===== src/rtl/video_pattern_gen.sv =====
// -----------------------------------------------------------------------------
// video_pattern_gen
//   Source end of the ISP pixel stream. Produces hsync/vsync/de timing and an
//   8-bit test-pattern pixel per clk so the filter chain can be exercised
//   without a camera. Line order: active, front porch, sync, back porch.
//
//   Optional feature macro: VGEN_MOVING_EN
//     defined   - an 8-bit frame index advances on every frame wrap and is
//                 added to x (and to y for the v-ramp), giving scrolling motion.
//     undefined - no frame index, patterns are identical every frame.
//
// Ports
//   clk            in   pixel clock
//   rst            in   synchronous reset, active-high
//   en             in   run request (level); a started frame always completes
//   pat_sel[1:0]   in   0 h-ramp, 1 v-ramp, 2 checkerboard, 3 constant
//   pat_const[7:0] in   pixel value for the constant pattern
//   hsync_o        out  line sync, active level HS_POL
//   vsync_o        out  frame sync, active level VS_POL
//   de_o           out  active-pixel strobe
//   data_o[7:0]    out  pixel value, 0 outside the active area
//   frame_start_o  out  1-clk pulse coincident with pixel (0,0)
//   busy_o         out  high while a frame is in progress
// -----------------------------------------------------------------------------
module video_pattern_gen #(
  parameter int H_ACTIVE  = 640,
  parameter int H_FP      = 16,
  parameter int H_SYNC    = 96,
  parameter int H_BP      = 48,
  parameter int V_ACTIVE  = 480,
  parameter int V_FP      = 10,
  parameter int V_SYNC    = 2,
  parameter int V_BP      = 33,
  parameter bit HS_POL    = 1'b0,
  parameter bit VS_POL    = 1'b0,
  parameter int CHK_SHIFT = 3,
  parameter int CNT_W     = 12
) (
  input  logic       clk,
  input  logic       rst,
  input  logic       en,
  input  logic [1:0] pat_sel,
  input  logic [7:0] pat_const,
  output logic       hsync_o,
  output logic       vsync_o,
  output logic       de_o,
  output logic [7:0] data_o,
  output logic       frame_start_o,
  output logic       busy_o
);

  localparam int H_TOTAL = H_ACTIVE + H_FP + H_SYNC + H_BP;
  localparam int V_TOTAL = V_ACTIVE + V_FP + V_SYNC + V_BP;

  localparam logic [CNT_W-1:0] H_LAST   = CNT_W'(H_TOTAL - 1);
  localparam logic [CNT_W-1:0] V_LAST   = CNT_W'(V_TOTAL - 1);
  localparam logic [CNT_W-1:0] H_ACT    = CNT_W'(H_ACTIVE);
  localparam logic [CNT_W-1:0] V_ACT    = CNT_W'(V_ACTIVE);
  localparam logic [CNT_W-1:0] HS_START = CNT_W'(H_ACTIVE + H_FP);
  localparam logic [CNT_W-1:0] HS_END   = CNT_W'(H_ACTIVE + H_FP + H_SYNC);
  localparam logic [CNT_W-1:0] VS_START = CNT_W'(V_ACTIVE + V_FP);
  localparam logic [CNT_W-1:0] VS_END   = CNT_W'(V_ACTIVE + V_FP + V_SYNC);

  typedef enum logic {
    IDLE = 1'b0,
    RUN  = 1'b1
  } state_t;

  state_t           state, state_nxt;
  logic [CNT_W-1:0] h_cnt, v_cnt;
  logic             h_last, v_last, frame_last;
  logic             at_origin;

  assign h_last     = (h_cnt == H_LAST);
  assign v_last     = (v_cnt == V_LAST);
  assign frame_last = h_last && v_last;
  assign at_origin  = (state == RUN) && (h_cnt == '0) && (v_cnt == '0);

  // ---------------------------------------------------------------------------
  // FSM
  // ---------------------------------------------------------------------------
  // NOTE: sequential state is updated with non-blocking assignments so every
  // register samples the pre-edge value of every other register.
  always_ff @(posedge clk) begin
    if (rst) state <= IDLE;
    else     state <= state_nxt;
  end

  // NOTE: state_nxt gets a default before the case so no path leaves it
  // unassigned, which would otherwise infer a latch.
  always_comb begin
    state_nxt = state;
    case (state)
      IDLE:    if (en) state_nxt = RUN;
      RUN:     if (frame_last && !en) state_nxt = IDLE;
      default: state_nxt = IDLE;
    endcase
  end

  // ---------------------------------------------------------------------------
  // Raster counters: held at zero in IDLE so RUN always starts at (0,0).
  // ---------------------------------------------------------------------------
  always_ff @(posedge clk) begin
    if (rst || state == IDLE) begin
      h_cnt <= '0;
      v_cnt <= '0;
    end else if (h_last) begin
      h_cnt <= '0;
      v_cnt <= v_last ? '0 : v_cnt + 1'b1;
    end else begin
      h_cnt <= h_cnt + 1'b1;
    end
  end

  // ---------------------------------------------------------------------------
  // Pattern selection is frozen for the whole frame. At (0,0) the live inputs
  // are used directly so the first pixel already reflects the new choice.
  // ---------------------------------------------------------------------------
  logic [1:0] sel_q;
  logic [7:0] const_q;

  always_ff @(posedge clk) begin
    if (rst) begin
      sel_q   <= 2'd0;
      const_q <= 8'd0;
    end else if (at_origin) begin
      sel_q   <= pat_sel;
      const_q <= pat_const;
    end
  end

  logic [7:0] x_eff, y_eff;

`ifdef VGEN_MOVING_EN
  logic [7:0] frame_idx;

  // Advances only when a frame wraps straight into the next one, so the
  // index is held while idle. The new value is in place for pixel (0,0).
  always_ff @(posedge clk) begin
    if (rst)                                   frame_idx <= 8'd0;
    else if (state == RUN && frame_last && en) frame_idx <= frame_idx + 8'd1;
  end

  assign x_eff = h_cnt[7:0] + frame_idx;
  assign y_eff = v_cnt[7:0] + frame_idx;
`else
  assign x_eff = h_cnt[7:0];
  assign y_eff = v_cnt[7:0];
`endif

  logic [1:0] sel;
  logic [7:0] pix;

  always_comb begin
    sel = at_origin ? pat_sel : sel_q;
    pix = 8'd0;
    case (sel)
      2'd0:    pix = x_eff;
      2'd1:    pix = y_eff;
      2'd2:    pix = {8{x_eff[CHK_SHIFT] ^ v_cnt[CHK_SHIFT]}};
      default: pix = at_origin ? pat_const : const_q;
    endcase
  end

  // ---------------------------------------------------------------------------
  // Timing decode and output registers (one clk after the counters).
  // ---------------------------------------------------------------------------
  logic de_act, hs_act, vs_act;

  assign de_act = (h_cnt < H_ACT) && (v_cnt < V_ACT);
  assign hs_act = (h_cnt >= HS_START) && (h_cnt < HS_END);
  // v_cnt only changes at h wrap, so vsync edges land at h_cnt == 0.
  assign vs_act = (v_cnt >= VS_START) && (v_cnt < VS_END);

  always_ff @(posedge clk) begin
    if (rst || state != RUN) begin
      hsync_o       <= ~HS_POL;
      vsync_o       <= ~VS_POL;
      de_o          <= 1'b0;
      data_o        <= 8'd0;
      frame_start_o <= 1'b0;
      busy_o        <= 1'b0;
    end else begin
      hsync_o       <= hs_act ? HS_POL : ~HS_POL;
      vsync_o       <= vs_act ? VS_POL : ~VS_POL;
      de_o          <= de_act;
      data_o        <= de_act ? pix : 8'd0;
      frame_start_o <= at_origin;
      busy_o        <= 1'b1;
    end
  end

endmodule


===== config.mk =====
export PLATFORM = sky130hd
export DESIGN_NAME = video_pattern_gen
export DESIGN_NICKNAME = d
export VERILOG_FILES = /design/src/rtl/video_pattern_gen.sv
export SDC_FILE = /design/constraint.sdc
export NUM_CORES = 1
export LEC_CHECK = 0
export BUFFER_PORTS_ARGS = -buffer_cell sky130_fd_sc_hd__buf_2
export CAP_MARGIN = 10
export CORE_ASPECT_RATIO = 2
export CORE_MARGIN = 2
export CORE_UTILIZATION = 55
export CTS_BUF_LIST = sky130_fd_sc_hd__clkbuf_2
export DETAILED_ROUTE_END_ITERATION = 8
export PLACE_DENSITY = 0.76
export SYNTH_ARGS = -nofsm -noshare
export SYNTH_HDL_FRONTEND = slang
export SYNTH_SLANG_ARGS = --single-unit

===== constraint.sdc =====
create_clock -name clk -period 2.51 [get_ports clk]
set_input_delay 0 -clock clk [delete_from_list [all_inputs] [get_ports clk]]
set_output_delay 0 -clock clk [all_outputs]
set_load 0.01 [all_outputs]

[Word-level counts from Yosys, hierarchy flattened]
Index checks and enable logic that the tools add are counted.
W data, S select, Z words.
Word-level totals
  output and inout port bits: 13
  bits in registers: 48
Cells by class
  equality and inequality tests: 4
  magnitude comparators: 6
  muxes and demuxes: 10
  bitwise gates (word level): 3
  add/sub/neg operators: 2
  reduce and logical (&&, ||, !) cells: 14
Operators by type and width (count)
  $add A12 B1 Y12 const B: 2
  $eq A12 B10 Y1 const B: 2
  $logic_not A12 Y1: 2
  $lt A12 B10 Y1 const B: 2
  $lt A12 B9 Y1 const B: 2
  $pmux W8 S3: 1
  $ge A12 B10 Y1 const B: 1
  $ge A12 B9 Y1 const B: 1
  $mux W12: 1
  $mux W8: 1
  $logic_and A1 B1 Y1: 7
  $mux W1: 5
  $reduce_or A2 Y1: 2
  $eq A2 B1 Y1 const B: 1
  $eq A2 B2 Y1 const B: 1
  $logic_not A2 Y1: 1
  $mux W2: 1
  $not A1 Y1: 2
  $pmux W1 S2: 1
  $logic_not A1 Y1: 1
  $logic_or A1 B1 Y1: 1
  $xor A1 B1 Y1: 1

[Longest topological paths before layout]
Gate-level depths: netlist of run 1.
  word-level depth: 6
  gate-level depth with buffers: 9
  gate-level depth less buffers: 8

[Least setup slack after synthesis of run 1]
OpenSTA, ideal clock, no wires.
  kind: register -> register
  start: register h_cnt[5]
  end: register data_o[7]
  clock period less this slack: 2.189 ns
  setup time: 0.126 ns
  path slack: 0.321 ns
  stages on the path, launching flop included: 8
  data arrival time: 2.063 ns
  required time: 2.384 ns
  cell sequence: dfxtp_1 or4_4 nor4_4 and4_1 buf_4 mux2_4 a22oi_1 a21oi_1
Between the ends
  longest elaborated chain between the ends: 6
  elaborated cells between the ends (all ways): 13
  classes of those cells: order compare: 1; eq/ne: 2; mux: 3; bitwise: 1; reduce/logical: 6
Ends and longest elaborated chain
  from (decl): line 70  | logic [CNT_W-1:0] h_cnt, v_cnt;
  from (signal assigned): line 111  | h_cnt <= h_cnt + 1'b1;
  $logic_not A12 Y1: line 77  | assign at_origin = (state == RUN) && (h_cnt == '0) && (v_cnt == '0);
  $logic_and A1 B1 Y1 (2 in a row): line 77
  $mux W2
  $eq A2 B2 Y1 (tied with other cells): line 157  | case (sel)
  $pmux W8 S3: line 157
  to (signal assigned): line 187  | data_o <= de_act ? pix : 8'd0;
  to (decl): line 47  | output logic [7:0] data_o,
Parallel ways exist; a longest one is shown, timed or not.
A chain may end at the register's enable or synchronous reset.

[Final worst setup path of run 1]
  start: register v_cnt[4]
  end: register data_o[3]
Between the ends
  longest elaborated chain between the ends: 5
  elaborated cells between the ends (all ways): 12
  classes of those cells: order compare: 1; eq/ne: 2; mux: 3; bitwise: 1; reduce/logical: 5
Ends and longest elaborated chain
  from (decl): line 70
  from (signal assigned): line 109  | v_cnt <= v_last ? '0 : v_cnt + 1'b1;
  parallel branches: the longest is 5 deep, another holds $lt A12 B9 Y1
Several ways; the timed one is not identified.

==> results of run 1 <==
per-stage QoR:
stage	cells	utilization [%]	TNS, ps	worst slack [ps]	cell area [um2]
after floorplan	262	-	0	321	2250
after global placement	336	64.0	0	189	2490
after detailed placement	336	64.0	0	185	2490
after CTS	355	68.0	0	145	2640
after global routing	355	68.2	-1.03	-1.03	2650
final	355	68.2	0	149	2650
repair_timing:
item | in CTS | in global routing
endpoints found under the setup margin | 0 | 1
hold endpoints to repair | 18 | 0
gates resized for setup | 0 | 3
hold buffers | 12 | 0
final cells by class:
type / count / area, um2 / share of cell area (%)
multi-input cells: 192 / 1210 / 45.6
flip-flops and latches: 48 / 962 / 36.3
repair buffers: 50 / 355 / 13.4
well taps: 51 / 63.8 / 2.41
inverters: 7 / 26.3 / 0.992
clock buffers: 5 / 25.0 / 0.945
clock inverters: 2 / 7.51 / 0.283
worst paths after layout:
check / startpoint / to / slack, ps
hold reg to reg: const_q[7] / const_q[7] / 460
setup reg to reg: v_cnt[4] / data_o[3] / 150
setup / recovery: v_cnt[4] / data_o[3] / 150
hold / removal: en / state / 350
synthesized netlist by cell type (2+ instances only):
master,n,share of area (%)
or4_4,2,1.0
nand2_1,32,5.3
nor4b_1,4,1.6
or3_1,11,3.1
nand2b_1,4,1.1
o21ai_1,3,0.67
a21oi_1,21,4.7
nand3_1,10,2.2
nor4_1,2,0.56
inv_1,7,1.2
o21ai_0,3,0.67
and2_1,2,0.56
and3_1,4,1.1
mux2i_1,3,1.3
ha_1,4,2.2
nor4_4,2,1.9
dfxtp_1,48,43
clkbuf_1,11,1.8
nand4_1,9,2.5
buf_2,2,0.44
o311ai_1,7,2.7
xnor2_1,8,3.1
a22oi_1,7,2.3
nor2_1,28,4.7
xor2_1,11,4.3
registers in the layout, summed over array words and instances (netlist names):
register	flops
vsync_o	1
frame_start_o	1
busy_o	1
h_cnt	12
de_o	1
data_o	8
hsync_o	1
sel_q	2
v_cnt	12
const_q	8
state	1
kinds of logic after synthesis:
group / Yosys count / synth area share [%]
adder cells (fa/ha/maj): 4 / 2.22
AO/OA/AOI/OAI: 48 / 13.6
AND/OR/NAND/NOR: 117 / 28.1
flip-flops: 48 / 42.7
buffers and inverters: 22 / 3.95
XOR/XNOR: 19 / 7.39
multiplexers: 4 / 2.00
layer usage:
metal	wire length (um)	track usage [%]
met1	2020	24.8
met3	168	4.11
met2	2930	49.1
met5	0	0
met4	331	19.0
critical path: stages (launching register included):
cell      delay (ps)
dfxtp_1          410
or4_4            550
nor4_4           260
and4_2           310
buf_4            220
nor4b_1           90
o31ai_1          320
a21boi_1         110
layout by cell type, fill, tap and decap left out, types with 2 or more instances in the layout:
cell type / synthesis / final
xor2_1: 11 / 11
buf_2: 2 / 25
and2_1: 2 / 2
xnor2_1: 8 / 8
o21ai_0: 3 / 3
buf_4: 1 / 12
or4_4: 2 / 2
a22oi_1: 7 / 7
ha_1: 4 / 4
dlygate4sd3_1: 0 / 12
nor4_1: 2 / 2
nand2b_1: 4 / 4
a21oi_1: 21 / 21
dfxtp_1: 48 / 47
inv_1: 7 / 7
and3_1: 4 / 4
nand4_1: 9 / 9
o311ai_1: 7 / 7
nand2_1: 32 / 32
clkinv_1: 0 / 2
nand3_1: 10 / 10
nor2_1: 28 / 28
nor4b_1: 4 / 3
clkbuf_2: 0 / 5
mux2i_1: 3 / 3
o21ai_1: 3 / 3
or3_1: 11 / 11
nor4_4: 2 / 2
report_power, final:
group / internal, W / switching, W / total (W) / leakage [nW]
Sequential: 0.000784 / 0.0000134 / 0.000797 / 0.390
Clock: 0.0000574 / 0.000234 / 0.000291 / 0.0239
Combinational: 0.0000725 / 0.0000889 / 0.000161 / 0.574
Total: 0.000914 / 0.000336 / 0.00125 / 0.987
==> implementation parameters, run 1 <==
Parameter                              Value

Detailed routing
  Routed vias/inst    around 5.8
  Per-cell routed wire length    ~15 um
  Post-route DRC violation count    0
  Remaining number of nets flagged by the antenna check after routing    0
  Vias after detailed routing    approximately 2,000
  Total wire length after detailed routing    5450 um
  Length of the first detailed-routing pass in iterations    4
  Initial drt markers    32

GRT
  Largest net degree at the start of global routing    23
  Grt ovf    0
  Initial antenna violation count    0
  Total track usage    approximately a quarter
  Wire length of the first global-routing pass    around 9400 um
  Via count of the first global-routing pass    between 2,000 and 2,500

Placement
  IO Port Bufs    25
  Total half-perimeter wirelength after legalization and detailed placement    around 4000 um
  Placer Congestion    roughly 0.86

Synth
  Proportion of synthesized chip area in sequential cells    ~43%
  Most instantiated flip-flop cell in the synthesis netlist    dfxtp_1
  Synth Warn #    0
  Number of library cell types mapped by synthesis    between 40 and 50
  Seq cells post-synth    48
  Share of async-settable or async-resettable flops after synthesis    0%
  Count of flip-flops with a built-in enable after synthesis    0
  Syn Std Cell Area    2250 um2
  Post-Syn Area per Cell    8.59 um2
  Syn_nets    279
  Post-synthesis instance total    roughly 260

Timing
  Final-report max-slew violation count    0
  Clock Skew    approximately 25 ps
  Hold violation total from the final report    0
  Least-Margin Pin Slew    472 ps
  Final worst-path cycle share    between 90% and 100%
  Tightest slew margin relative to the limit    67.7%
  Maximum clock frequency    between 400 and 500 MHz
  Final setup violation count    0
  Smallest hold slack    around 350 ps
  Minimum clock period after layout    2360 ps

Clock network
  Max Root-Sink Buffers    2
  Clock Root Buffer    clkbuf_2
  Clock transition time at the flip-flop clock pins of the worst setup and hold paths    200 ps
  TritonCTS buffer count    5
  H-Tree Level Count    2
  Clock Sink Count    48
  Number of post-CTS setup repair buffers    0
  Clock tree from TritonCTS    built
  Skew-Pair Late Insertion Delay    approximately 420 ps

Floorplan
  Core Rows    32
  Width of the die    between 40 and 50 um
  Core area    roughly 4000 um2
  Count of pins on the block boundary    26
  Area of the die    ~4700 um2
  Starting Density    between 50 and 60%
  Vertical extent of the die    approximately 94 um

Worst setup path
  Crit path required time    roughly 2800 ps
  Critical Path Source Type    flop
  Largest driver fanout on the critical path    18
  Cell count of the worst reg-to-reg path    7
  Data arrival, critical path    about 2700 ps
  Critical path endpoint category    flop
  Kind of critical path    reg -> reg

Flow run
  # Max-Cap Violations    0

Min path
  Cell depth of the worst min-delay path    4
  Class of the tightest hold or removal check    in -> reg

Power
  Power per standard cell area    between 400 and 500 nW/um2
  Largest vdd supply drop    around 0.41 mV
  Leakage dissipation    0.987 nW
  Sum of internal, switching and leakage power    0.00125 W

Final layout
  Share of layout cells above drive strength 1    17.1%
  Number of nets at the end of the flow    321
  Layout overhead on the synthesized area    17.7%
  Count of filler cells inserted in the layout    328
  Diodes inserted    0

Outcome
  Result of the run    finished, final reports clean
(Power assumes the default switching activity.)
==> inputs of run 2 (changes only) <==
--- a/config.mk
+++ b/config.mk
@@ -8,11 +8,10 @@
 export BUFFER_PORTS_ARGS = -buffer_cell sky130_fd_sc_hd__buf_2
 export CAP_MARGIN = 10
 export CORE_ASPECT_RATIO = 2
-export CORE_MARGIN = 2
 export CORE_UTILIZATION = 55
 export CTS_BUF_LIST = sky130_fd_sc_hd__clkbuf_2
 export DETAILED_ROUTE_END_ITERATION = 8
-export PLACE_DENSITY = 0.76
+export PLACE_DENSITY = 0.72
 export SYNTH_ARGS = -nofsm -noshare
 export SYNTH_HDL_FRONTEND = slang
 export SYNTH_SLANG_ARGS = --single-unit
==> run 2 against run 1 <==
Against the previous run:
- largest power group unchanged
- die area fell by 6.1%
- clock power is 7.2% higher
- sequential share of layout area increased by 0.26 points
- critical endpoint is now data_o[7]
- sequential power about the same
==> implementation parameters, run 2 (synthesis gave the netlist of run 1 again) <==
Parameter                              Value

Outcome
  Result of the run    finished, final reports clean (unchanged)

Timing
  Setup repair after global routing missed its margin    false
  Least-Margin Pin Slew    508 ps (was 472 ps)
  Hold violation total from the final report    0 (unchanged)
  Final setup TNS    0 ps (unchanged)
  Final setup violation count    0 (unchanged)
  Maximum clock frequency    434 MHz (was 424 MHz)
  Tightest slew margin relative to the limit    65.2% (was 67.7%)
  Smallest hold slack    356 ps (was 350 ps)
  Clock Skew    12.7 ps (was 25.4 ps)
  Final-report max-slew violation count    0 (unchanged)
  Final worst-path cycle share    91.9% (was 94.1%)
  Minimum clock period after layout    2310 ps (was 2360 ps)

GRT
  Largest net degree at the start of global routing    23 (unchanged)
  Initial antenna violation count    0 (unchanged)
  Total track usage    27.1% (was 26.1%)
  Grt ovf    0 (unchanged)
  Wire length of the first global-routing pass    8590 um (was 9380 um)
  Via count of the first global-routing pass    1,981 (was 2,115)

Detailed routing
  Per-cell routed wire length    14.8 um (was 15.3 um)
  Routed vias/inst    5.59 (was 5.76)
  Vias after detailed routing    1,984 (was 2,046)
  Post-route DRC violation count    0 (unchanged)
  Initial drt markers    48 (was 32)
  Remaining number of nets flagged by the antenna check after routing    0 (unchanged)
  Length of the first detailed-routing pass in iterations    4 (unchanged)
  Total wire length after detailed routing    5250 um (was 5450 um)

Floorplan
  Width of the die    47.2 um (was 49.2 um)
  Starting Density    58.0% (unchanged)
  Area of the die    4370 um2 (was 4650 um2)
  Core Rows    32 (unchanged)
  Vertical extent of the die    92.5 um (was 94.5 um)
  Core area    3880 um2 (unchanged)
  Count of pins on the block boundary    26 (unchanged)

Worst setup path
  CP max stage delay    600 ps (was 550 ps)
  Data arrival, critical path    2660 ps (was 2670 ps)
  Crit path cell chain    or4_4, nor4_4, and4_1, mux2i_1, buf_4, a22oi_1, a21oi_1 (was or4_4, nor4_4, and4_2, buf_4, nor4b_1, o31ai_1, a21boi_1)
  Largest driver fanout on the critical path    7 (was 18)
  Delay-heaviest family, CP    simple AND/OR/NAND/NOR gates (unchanged)
  Worst path buffer plus inverter count    1 (unchanged)
  Critical path endpoint category    flop (unchanged)
  Critical Path Source Type    flop (unchanged)
  Crit path required time    2870 ps (was 2820 ps)
  Kind of critical path    reg -> reg (unchanged)
  Library cell contributing the largest single delay on the critical path    or4_4 (unchanged)

Placement
  IO Port Bufs    25 (unchanged)
  Total half-perimeter wirelength after legalization and detailed placement    3910 um (was 3990 um)
  Post-placement cell count    335 (was 336)
  Placer Congestion    0.924 (was 0.860)

Final layout
  Layout overhead on the synthesized area    16.7% (was 17.7%)
  Sequential cell area    961 um2 (was 962 um2)
  Number of nets at the end of the flow    320 (was 321)
  Most frequent cells in the layout    dfxtp_1 (48), nand2_1 (32), nor2_1 (28), buf_2 (25), a21oi_1 (21) (was dfxtp_1 (47), nand2_1 (32), nor2_1 (28), buf_2 (25), a21oi_1 (21))
  Largest regs    h_cnt x12, v_cnt x12 (unchanged)
  Diodes inserted    0 (unchanged)
  Multi-input gate area in the final layout    1200 um2 (was 1210 um2)
  Most common cell after layout, fill and taps aside    dfxtp_1 (unchanged)
  Share of layout cells above drive strength 1    16.4% (was 17.1%)
  Final cell count without fillers    355 (unchanged)
  Count of filler cells inserted in the layout    362 (was 328)

Power
  Switching portion of total power    26.6% (was 26.9%)
  Pint    0.000926 W (was 0.000914 W)
  Net load switching power    0.000336 W (about the same)
  Power per standard cell area    480 nW/um2 (was 472 nW/um2)
  Sequential power share    63.2% (was 63.8%)
  Power share of the combinational group    12.1% (was 12.9%)
  Sum of internal, switching and leakage power    0.00126 W (was 0.00125 W)
  Clock share of power    24.7% (was 23.3%)
  Leakage dissipation    0.981 nW (was 0.987 nW)
  Largest vdd supply drop    0.313 mV (was 0.411 mV)

Clock network
  Cells resized by post-CTS repair    0 (unchanged)
  Clock transition time at the flip-flop clock pins of the worst setup and hold paths    230 ps (was 200 ps)
  Max Root-Sink Buffers    2 (unchanged)
  Clock Sink Count    48 (unchanged)
  Clock Root Buffer    clkbuf_2 (unchanged)
  TritonCTS buffer count    5 (unchanged)
  Skew-Pair Late Insertion Delay    400 ps (was 420 ps)
  Clock tree from TritonCTS    built (unchanged)
  H-Tree Level Count    2 (unchanged)
  Number of post-CTS setup repair buffers    0 (unchanged)

Flow run
  # Max-Cap Violations    0 (unchanged)

Min path
  Class of the tightest hold or removal check    in -> reg (unchanged)
## run 2: cell count changes in the layout (fill, tap and decap cells not counted), sizes merged
cell    delta
buf        -1
clkinv     -1
clkbuf     +2
## run 2: worst paths after layout
kind	startpoint	to	slack [ps]	cells past startpoint
max	h_cnt[5]	data_o[7]	200	7
min	en	state	360	4
max reg2reg	h_cnt[5]	data_o[7]	200	7
min reg2reg	const_q[6]	const_q[6]	460	2
## run 2: area by class of cell
class / instances / share of cell area (%)
clock inverters: 1 / 0.143
flip-flops and latches: 48 / 36.6
inverters: 7 / 1.00
repair buffers: 49 / 12.8
clock buffers: 7 / 1.33
multi-input cells: 192 / 45.7
well taps: 51 / 2.43
## run 2: metal layers
| layer | global-route usage [%] | routed length [um] | share of wire, % | vias up |
|---|---|---|---|---|
| li1 | - | - | - | 1013 |
| met1 | 25.4 | 1960 | 37 | 916 |
| met2 | 50.6 | 2960 | 56 | 39 |
| met3 | 4.87 | 137 | 2.6 | 16 |
| met4 | 12.9 | 201 | 3.8 | 0 |
| met5 | 0 | 0 | 0 | - |
## run 2: timing repair
item                                    in CTS  in global routing
hold buffers                                12                  0
endpoints found under the setup margin       0                  0
endpoints found under the hold margin       18                  0
## run 2: worst register-to-register path, delay by kind of cell (launching register included)
family	cells	cell delay (ps)
DFF	1	430
buffers and inverters	1	190
and+or+nand+nor	3	1110
muxes	1	290
AOI/OAI and AO/OA	2	230
## run 2: power groups by stage
| stage | registers, W | clock network (W) | logic, W |
|---|---|---|---|
| final | 0.000797 | 0.000312 | 0.000153 |
| after global routing | 0.000800 | 0.000343 | 0.000169 |
| after CTS | 0.000797 | 0.000318 | 0.000152 |
| after detailed placement | 0.000812 | 0 | 0.000138 |
| after global placement | 0.000812 | 0 | 0.000136 |
| after floorplan | 0.000810 | 0 | 0.0000887 |
## run 2: metrics by stage
| step | worst slack, ps | util, % | area, um2 |
|---|---|---|---|
| 2_1_floorplan | 321 | - | 2250 |
| 5_1_grt | 77.9 | 67.6 | 2630 |
| 6_report | 205 | 67.6 | 2630 |
| 3_5_place_dp | 247 | 63.5 | 2470 |
| 4_1_cts | 203 | 67.6 | 2630 |
| 3_3_place_gp | 283 | 63.5 | 2470 |
==> inputs of run 3 (changes only) <==
--- a/config.mk
+++ b/config.mk
@@ -7,11 +7,11 @@
 export LEC_CHECK = 0
 export BUFFER_PORTS_ARGS = -buffer_cell sky130_fd_sc_hd__buf_2
 export CAP_MARGIN = 10
-export CORE_ASPECT_RATIO = 2
-export CORE_UTILIZATION = 55
+export CORE_UTILIZATION = 54
 export CTS_BUF_LIST = sky130_fd_sc_hd__clkbuf_2
 export DETAILED_ROUTE_END_ITERATION = 8
-export PLACE_DENSITY = 0.72
+export PLACE_DENSITY = 0.74
 export SYNTH_ARGS = -nofsm -noshare
 export SYNTH_HDL_FRONTEND = slang
 export SYNTH_SLANG_ARGS = --single-unit
+export TNS_END_PERCENT = 50
==> constraint.sdc (replaced) <==
create_clock -name clk -period 1.9 [get_ports clk]
set_input_delay 0 -clock clk [delete_from_list [all_inputs] [get_ports clk]]
set_output_delay 0 -clock clk [all_outputs]
set_load 0.01 [all_outputs]
==> run 3 against run 2 <==
Against the previous run:
- the flow now finishes with violations (negative setup slack)
- global-route usage up 2.3 points
- die area is 1.4% higher
- core utilization increased by 10 points
- clock power grew 43%
- sequential power rose by 32%
- combinational power up 86%
- critical path depth shrank 1
- non-clock buffer count rose by 37
==> implementation parameters, run 3 (synthesis gave the netlist of run 1 again) <==
Parameter                              Value

Worst setup path
  Library cell contributing the largest single delay on the critical path    or4_4 (unchanged)
  Crit path required time    2290 ps (was 2870 ps)
  Critical Path Source Type    flop (unchanged)
  Delay-heaviest family, CP    simple AND/OR/NAND/NOR gates (unchanged)
  Crit path cell chain    or4_4, nor4_4, and4_4, mux2_4, a22oi_1, a21oi_1 (was or4_4, nor4_4, and4_1, mux2i_1, buf_4, a22oi_1, a21oi_1)
  Critical path endpoint category    flop (unchanged)
  Largest driver fanout on the critical path    7 (unchanged)
  Kind of critical path    reg -> reg (unchanged)
  Worst path buffer plus inverter count    0 (was 1)
  Data arrival, critical path    2630 ps (was 2660 ps)
  CP max stage delay    530 ps (was 600 ps)

Detailed routing
  Total wire length after detailed routing    6650 um (was 5250 um)
  Initial drt markers    189 (was 48)
  Remaining number of nets flagged by the antenna check after routing    0 (unchanged)
  Length of the first detailed-routing pass in iterations    5 (was 4)
  Vias after detailed routing    2,277 (was 1,984)
  Routed vias/inst    5.82 (was 5.59)
  Per-cell routed wire length    17.0 um (was 14.8 um)
  Post-route DRC violation count    0 (unchanged)

Clock network
  Clock Root Buffer    clkbuf_2 (unchanged)
  Clock tree from TritonCTS    built (unchanged)
  Max Root-Sink Buffers    2 (unchanged)
  Clock Sink Count    48 (unchanged)
  Clock transition time at the flip-flop clock pins of the worst setup and hold paths    270 ps (was 230 ps)
  Skew-Pair Late Insertion Delay    470 ps (was 400 ps)
  H-Tree Level Count    2 (unchanged)
  TritonCTS buffer count    5 (unchanged)

Floorplan
  Core Rows    23 (was 32)
  Area of the die    4430 um2 (was 4370 um2)
  Starting Density    56.3% (was 58.0%)
  Core area    4000 um2 (was 3880 um2)
  Width of the die    66.6 um (was 47.2 um)
  Vertical extent of the die    66.6 um (was 92.5 um)
  Count of pins on the block boundary    26 (unchanged)

GRT
  Total track usage    29.4% (was 27.1%)
  Via count of the first global-routing pass    2,005 (was 1,981)
  Wire length of the first global-routing pass    9540 um (was 8590 um)
  Initial antenna violation count    0 (unchanged)
  Largest net degree at the start of global routing    17 (was 23)
  Grt ovf    0 (unchanged)

Final layout
  Diodes inserted    0 (unchanged)
  Largest regs    h_cnt x12, v_cnt x12 (unchanged)
  Most common cell after layout, fill and taps aside    dfxtp_1 (unchanged)
  Sequential cell area    966 um2 (was 961 um2)
  Count of filler cells inserted in the layout    273 (was 362)
  Number of nets at the end of the flow    357 (was 320)
  Multi-input gate area in the final layout    1370 um2 (was 1200 um2)
  Most frequent cells in the layout    dfxtp_1 (44), buf_4 (41), nand2_1 (31), buf_2 (25), nor2_1 (21) (was dfxtp_1 (48), nand2_1 (32), nor2_1 (28), buf_2 (25), a21oi_1 (21))
  Core occupancy in the finished layout    77.8% (was 67.6%)
  Share of layout cells above drive strength 1    34.9% (was 16.4%)
  Layout overhead on the synthesized area    38.2% (was 16.7%)

Timing
  Final worst-path cycle share    118% (was 91.9%)
  Final setup violation count    41 (was 0)
  Minimum clock period after layout    2250 ps (was 2310 ps)
  Final-report max-slew violation count    0 (unchanged)
  Smallest hold slack    283 ps (was 356 ps)
  Crit path setup slack, layout    -346 ps (was 205 ps)
  Least-Margin Pin Slew    563 ps (was 508 ps)
  Hold violation total from the final report    0 (unchanged)
  Setup repair after global routing missed its margin    true (was false)
  Maximum clock frequency    445 MHz (was 434 MHz)
  Tightest slew margin relative to the limit    61.5% (was 65.2%)
  Clock Skew    27.1 ps (was 12.7 ps)

Power
  Leakage dissipation    1.19 nW (was 0.981 nW)
  Largest vdd supply drop    0.487 mV (was 0.313 mV)
  Power per standard cell area    573 nW/um2 (was 480 nW/um2)

Placement
  IO Port Bufs    25 (unchanged)
  Setup slack after placement    -305 ps (was 247 ps)
  Placer Congestion    0.826 (was 0.924)
  Total half-perimeter wirelength after legalization and detailed placement    4140 um (was 3910 um)

Flow run
  # Max-Cap Violations    0 (unchanged)

Min path
  Class of the tightest hold or removal check    in -> reg (unchanged)

Outcome
  Result of the run    finished with violations (was finished, final reports clean)
  Failing checks    negative setup slack
## run 3: through the flow
stage	std cells	TNS (ps)	power [W]	cell area, um2
floorplan	262	-3430	0.00119	2260
global placement	366	-4980	0.00127	2710
detailed placement	366	-5790	0.00128	2710
CTS	389	-5230	0.00175	2970
global route	391	-8350	0.00185	3110
finish	391	-6160	0.00178	3110
## run 3: what timing repair did
item / 4_1_cts / 5_1_grt
gates cloned: 1 / 0
pin swaps: 7 / 6
hold endpoints to repair: 19 / 0
setup endpoints to repair: 37 / 41
gates resized for setup: 21 / 27
setup buffers: 2 / 2
hold buffers: 12 / 0
## run 3: cell type report
| type | instances | share of cell area [%] |
|---|---|---|
| Sequential cell | 48 | 31.0 |
| Timing Repair Buffer | 86 | 20.7 |
| Multi-Input combinational cell | 192 | 44.0 |
| Tap cell | 50 | 2.01 |
| Clock buffer | 5 | 0.804 |
| Inverter | 7 | 0.844 |
| Clock inverter | 3 | 0.603 |
## run 3: final timing paths
| check | start | to | slack [ps] | depth (start not counted) |
|---|---|---|---|---|
| setup / recovery | v_cnt[4] | data_o[1] | -350 | 6 |
| hold / removal | pat_const[3] | const_q[3] | 280 | 4 |
| setup reg to reg | v_cnt[4] | data_o[1] | -350 | 6 |
| hold reg to reg | const_q[5] | const_q[5] | 470 | 2 |
## run 3: layer usage
metal,GRT usage [%],share of wire (%),vias up
met5,0,0,-
met4,10.1,2.7,0
met3,7.19,6.9,24
li1,-,-,1082
met1,37.4,40,1069
met2,48.1,50,102
## run 3: power breakdown
part	internal, W	total, W	switching, W
registers	0.00104	0.00105	0.0000161
logic	0.000133	0.000285	0.000152
clock network	0.0000847	0.000447	0.000362
## run 3: worst register-to-register path: cells and delay by family (launching register included)
kind / cells / cell delay, ps
DFF: 1 / 390
AOI/OAI and AO/OA: 2 / 330
and+or+nand+nor: 3 / 1070
muxes: 1 / 360
